[config.mk]
export PLATFORM = sky130hd
export DESIGN_NAME = dw_rowbuff_ctrl
export DESIGN_NICKNAME = d
export VERILOG_FILES = /design/src/rtl/dw_rowbuff_ctrl.sv
export SDC_FILE = /design/constraint.sdc
export NUM_CORES = 1
export LEC_CHECK = 0
export ABC_AREA = 1
export ABC_CLOCK_PERIOD_IN_PS = 2150
export CORE_UTILIZATION = 35
export CTS_CLUSTER_SIZE = 20
export DETAILED_ROUTE_END_ITERATION = 10
export GPL_TIMING_DRIVEN = 0
export PLACE_DENSITY = 0.67
export SYNTH_ARGS = -nofsm -noshare
export SYNTH_HDL_FRONTEND = slang
export SYNTH_SLANG_ARGS = --single-unit
export TNS_END_PERCENT = 50
[constraint.sdc]
create_clock -name clk -period 2.15 [get_ports clk]
set_input_delay 0.43 -clock clk [delete_from_list [all_inputs] [get_ports clk]]
set_output_delay 0.43 -clock clk [all_outputs]
set_load 0.02 [all_outputs]
[src/rtl/dw_rowbuff_ctrl.sv]
// Depthwise 3x3 row-buffer sequencer: loads the buffer length, gates one frame of pixels
// into the buffer, tracks column/row position and flags the pixels that complete a 3x3 window.
module dw_rowbuff_ctrl #(
   parameter int COL_W   = 9,
   parameter int ROW_W   = 9,
   parameter int MIN_DIM = 3
) (
   input  logic             clk,
   input  logic             rstn,
   input  logic             cfg_start,
   input  logic             cfg_abort,
   input  logic [COL_W-1:0] cfg_cols,
   input  logic [ROW_W-1:0] cfg_rows,
   input  logic             s_valid,
   output logic             s_ready,
   output logic             buf_valid_in,
   output logic [COL_W-1:0] buf_len_ctrl,
   output logic             buf_len_rst,
   output logic             win_valid,
   output logic [COL_W-1:0] col_cnt,
   output logic [ROW_W-1:0] row_cnt,
   output logic             busy,
   output logic             done,
   output logic             cfg_err
);

   typedef enum logic [1:0] {IDLE, LOAD, RUN, DONE} state_t;

   state_t           state;
   state_t           state_nxt;
   logic [COL_W-1:0] cols_last;
   logic [ROW_W-1:0] rows_last;
   logic             dims_ok;
   logic             start_ok;
   logic             accept;
   logic             col_end;
   logic             last_pix;

   assign dims_ok  = (cfg_cols >= COL_W'(MIN_DIM)) && (cfg_rows >= ROW_W'(MIN_DIM));
   assign start_ok = (state == IDLE) && cfg_start && dims_ok && !cfg_abort;

   // An accept in the abort cycle still reaches the buffer; only the state is discarded.
   assign s_ready      = (state == RUN);
   assign accept       = s_valid & s_ready;
   assign buf_valid_in = accept;
   assign col_end      = (col_cnt == cols_last);
   assign last_pix     = accept && col_end && (row_cnt == rows_last);
   assign win_valid    = accept && (row_cnt >= ROW_W'(2)) && (col_cnt >= COL_W'(2));

   always_ff @(posedge clk or negedge rstn) begin
      if (!rstn) state <= IDLE;
      else       state <= state_nxt;
   end

   // NOTE: every output of this block gets a default first, so no path can infer a latch.
   always_comb begin
      state_nxt   = state;
      buf_len_rst = 1'b0;
      busy        = 1'b0;
      done        = 1'b0;
      unique case (state)
         IDLE: if (start_ok) state_nxt = LOAD;
         LOAD: begin
            buf_len_rst = 1'b1;
            busy        = 1'b1;
            state_nxt   = RUN;
         end
         RUN: begin
            busy = 1'b1;
            if (last_pix) state_nxt = DONE;
         end
         DONE: begin
            done      = 1'b1;
            state_nxt = IDLE;
         end
         default: state_nxt = IDLE;
      endcase
      if (cfg_abort) state_nxt = IDLE;
   end

   // NOTE: state registers use non-blocking assignments so every flop samples pre-edge values.
   always_ff @(posedge clk or negedge rstn) begin
      if (!rstn) begin
         cols_last    <= '0;
         rows_last    <= '0;
         buf_len_ctrl <= '0;
         col_cnt      <= '0;
         row_cnt      <= '0;
         cfg_err      <= 1'b0;
      end else begin
         cfg_err <= (state == IDLE) && cfg_start && !dims_ok && !cfg_abort;
         if (start_ok) begin
            cols_last    <= cfg_cols - COL_W'(1);
            rows_last    <= cfg_rows - ROW_W'(1);
            buf_len_ctrl <= cfg_cols - COL_W'(2);
         end
         if (cfg_abort || state != RUN || last_pix) begin
            col_cnt <= '0;
            row_cnt <= '0;
         end else if (accept) begin
            if (col_end) begin
               col_cnt <= '0;
               row_cnt <= row_cnt + ROW_W'(1);
            end else begin
               col_cnt <= col_cnt + COL_W'(1);
            end
         end
      end
   end

endmodule
==> flow_summary.yaml <==
timing:
  report.final.hold_viol_count: 0
  worst_hold_slack_ps: 26.7
  timing.final.max_slew_violations: 0
  clock-skew-final_ps: 8.92
  worstMarginPinSlew_ps: 440
  rsz0062_at_grt: "no"
  worst_slack_ps: 78.2
  final_period_utilization_pct: 96.4
  tmin_final_ps: 2070
  setup-violations-final: 0
  slew_headroom_pct: 70.7
  max_clock_freq_mhz: 483
clock_network:
  cts.path.max_buffers: 2
  cts_num_sinks: 48
  cts.hold.buffers_added: 0
  tritoncts: "built"
  tritoncts.num_buffers: 5
  htree_num_levels: 2
  cts-root-buf: "sky130_fd_sc_hd__clkbuf_8"
  clock_insertion_delay_worst_skew_ps: 310
  clkTransAtPathRegs_ps: 100
synthesis:
  number_of_register_bits_inferred_by_synthesis: 48
  yosysMostFrequentCell: "sky130_fd_sc_hd__nand2_1"
  post_synth_xor_area_fraction_pct: 11.8
  syn-cell-area_um2: 2980
  share_of_cell_area_taken_by_muxes_after_synthesis_pct: 0
  synthAdderAreaFrac_pct: 6.31
  synthesis.yosys.warnings: 0
  post_synthesis_compound_gate_area_fraction_pct: 7.78
  synth_edf_count: 0
  syn-instance-count: 364
  synth_common_cells: "85 x sky130_fd_sc_hd__nand2_1, 48 x sky130_fd_sc_hd__dfrtp_1, 36 x sky130_fd_sc_hd__inv_1, 30 x sky130_fd_sc_hd__nor2_1, 29 x sky130_fd_sc_hd__o21ai_0"
  synth_largest_type_area_fraction_pct: 40.4
  seq_area_frac_synth_pct: 40.4
  synth_top_family_by_area: "simple AND/OR/NAND/NOR gates"
  synthesized_area_per_cell_um2: 8.17
  mappedNetlistNets: 402
  synthTopCellsByArea: "sky130_fd_sc_hd__dfrtp_1 40%, sky130_fd_sc_hd__nand2_1 11%, sky130_fd_sc_hd__xor2_1 6.8%"
  ys_types: 33
  synth_async_sr_flop_share_pct: 100
  simple_gate_share_of_the_synthesized_area_pct: 26.5
  netlist.top_cell.by_area: "sky130_fd_sc_hd__dfrtp_1"
  synth_flop_cell: "sky130_fd_sc_hd__dfrtp_1"
place:
  port_buffers: 56
  placement.setup.worst_slack_ps: -378
  gpl_wtd_cong: 0.838
  hpwl_um: 5180
pwr:
  pwr_density_cell_nw_per_um2: 861
  p_sw_share_pct: 36.9
  internal_power_mw: 2.08
  power.static_leakage_nw: 1.74
  irDropWorstVdd_mv: 0.683
  share_seq_of_total_power_pct: 41.2
  power_share_of_the_combinational_group_pct: 38.1
  pwr-share-clk_pct: 20.7
  power_switching_mw: 1.22
setup_path:
  rr_worst_depth: 7
  endpoint_of_the_most_critical_register_to_register_path: "row_cnt[5]$_DFFE_PN0P_"
  crit-reg2reg-launch: "state[0]$_DFFE_PN0P_"
  timing_worst_setup_path_type: "reg2out"
  critPathMaxFanout: 7
  reg2reg_setup_slack_ps: 410
  cp_data_arrival_time_ps: 1640
  cp_data_required_time_ps: 1720
  setup.worst_path.start_class: "flip-flop"
  endpoint_kind: "primary output"
global_routing:
  grt_pass1_vias: 2395
  track_usage_pct: 16.3
  grt_pass1_wl_um: 11300
  initial_antenna_violation_count: 0
  overflow_left_after_global_routing: 0
  grt_max_degree: 34
cells_and_area:
  diode_count: 0
  layout_cell_share_with_drive_strength_beyond_1_pct: 10.3
  fin_nets: 466
  syn2layout_area_growth_pct: 28.9
  finish.utilization_pct: 46.7
route:
  routed_via_density: 4.82
  drtAntennaViolNets: 0
  detail_route.wirelength_um: 6710
  dr_total_vias: 2574
  remaining_drc_errors: 0
  drt_first_pass_iters: 4
  iter_0_drt_violations: 74
  wl_per_cell_um: 12.6
die:
  die_width_um: 94.2
  floorplan.core_area_um2: 8220
  rows: 33
  pin_count: 57
  die-height_um: 94.2
  overall_die_area_um2: 8870
  initial_utilization_pct: 36.2
status:
  status: "finished, final reports clean"
run:
  maxCapViolCount: 0
worst_hold_path:
  min_path_type: "in2async"
## metrics by stage
stage / power [mW] / instance area (um^2) / TNS [ps] / instances
2_1_floorplan: 2.14 / 2980 / 0 / 364
3_3_place_gp: 2.59 / 3670 / -36660 / 525
3_5_place_dp: 2.62 / 3680 / -2040 / 526
4_1_cts: 3.31 / 3800 / -18.4 / 534
5_1_grt: 3.55 / 3840 / 0 / 534
6_report: 3.30 / 3840 / 0 / 534
## cells in the final DEF (no fill, tap or decap), types with 2 or more instances in the layout
cell and instances:
sky130_fd_sc_hd__clkinv_4 2, sky130_fd_sc_hd__buf_4 3, sky130_fd_sc_hd__nor2_1 30, sky130_fd_sc_hd__nand2_2 3, sky130_fd_sc_hd__nand2_1 85, sky130_fd_sc_hd__a21oi_1 6, sky130_fd_sc_hd__clkdlybuf4s50_1 52, sky130_fd_sc_hd__clkbuf_8 5
sky130_fd_sc_hd__buf_6 3, sky130_fd_sc_hd__nor3b_2 2, sky130_fd_sc_hd__nor4_1 2, sky130_fd_sc_hd__o21ai_1 3, sky130_fd_sc_hd__inv_1 33, sky130_fd_sc_hd__nand4_1 11, sky130_fd_sc_hd__o21ai_0 29, sky130_fd_sc_hd__nand3_1 18
sky130_fd_sc_hd__xnor2_1 17, sky130_fd_sc_hd__nand3_4 2, sky130_fd_sc_hd__inv_2 6, sky130_fd_sc_hd__xor2_1 23, sky130_fd_sc_hd__nor3_1 7, sky130_fd_sc_hd__ha_1 14, sky130_fd_sc_hd__dfrtp_1 47, sky130_fd_sc_hd__buf_2 3
sky130_fd_sc_hd__nor2_2 4
## timing repair
item / CTS / global route
setup buffers: 0 / 0
setup endpoints to repair: 2 / 3
gates resized for setup: 9 / 9
pin swaps: 0 / 1
## critical path, stage by stage (launching register included)
cell and delay (ps):
sky130_fd_sc_hd__dfrtp_1 430, sky130_fd_sc_hd__inv_2 100, sky130_fd_sc_hd__ha_4 160, sky130_fd_sc_hd__nand2_2 90, sky130_fd_sc_hd__inv_4 100, sky130_fd_sc_hd__nand2_1 90
sky130_fd_sc_hd__a41oi_2 180, sky130_fd_sc_hd__buf_4 170
## registers in the layout, summed over array words and instances, names as in the netlist
name,count
buf_len_ctrl,9
cfg_err,1
col_cnt,9
cols_last,9
row_cnt,9
rows_last,9
state,2
## layer usage
metal | wire length (um) | global-route usage [%]
met1 | 3340 | 22.9
met2 | 2930 | 24.9
met3 | 334 | 2.99
met4 | 106 | 5.64
met5 | 0 | 0
## layout make-up
type | count | area (um^2)
fill | 807 | 4380
clock buffer | 5 | 68.8
tap | 105 | 131
multi-input combinational | 267 | 1590
buffer | 8 | 62.6
sequential | 48 | 1200
inverter | 41 | 156
clock inverter | 3 | 47.5
timing repair buffer | 57 | 574
## cell families after synthesis
| group | count (synthesis) |
|---|---|
| simple gates | 170 |
| buf+inv | 49 |
| flops | 48 |
| compound gates | 42 |
| xor+xnor | 40 |
| fa+ha+maj | 15 |
## power groups by stage
stage | clock, mW | combinational (mW) | sequential (mW)
floorplan | 0 | 0.716 | 1.42
detailed placement | 0 | 1.25 | 1.37
global placement | 0 | 1.22 | 1.36
global route | 0.735 | 1.42 | 1.39
CTS | 0.697 | 1.26 | 1.36
finish | 0.684 | 1.26 | 1.36
## how the worst max path moves through the flow
stage	from	endpoint	slack [ps]	depth (start not counted)
after floorplan	state[0]$_DFFE_PN0P_	win_valid	180	6
final	state[0]$_DFFE_PN0P_	win_valid	80	7
after detailed placement	s_valid	win_valid	-380	6
after CTS	state[0]$_DFFE_PN0P_	win_valid	-20	7
after global placement	rstn	buf_len_ctrl[2]$_DFFE_PN0P_	-730	1
after global routing	col_cnt[1]$_DFFE_PN0P_	win_valid	0.6	6
Note: power is estimated with default switching activity, not from simulation.
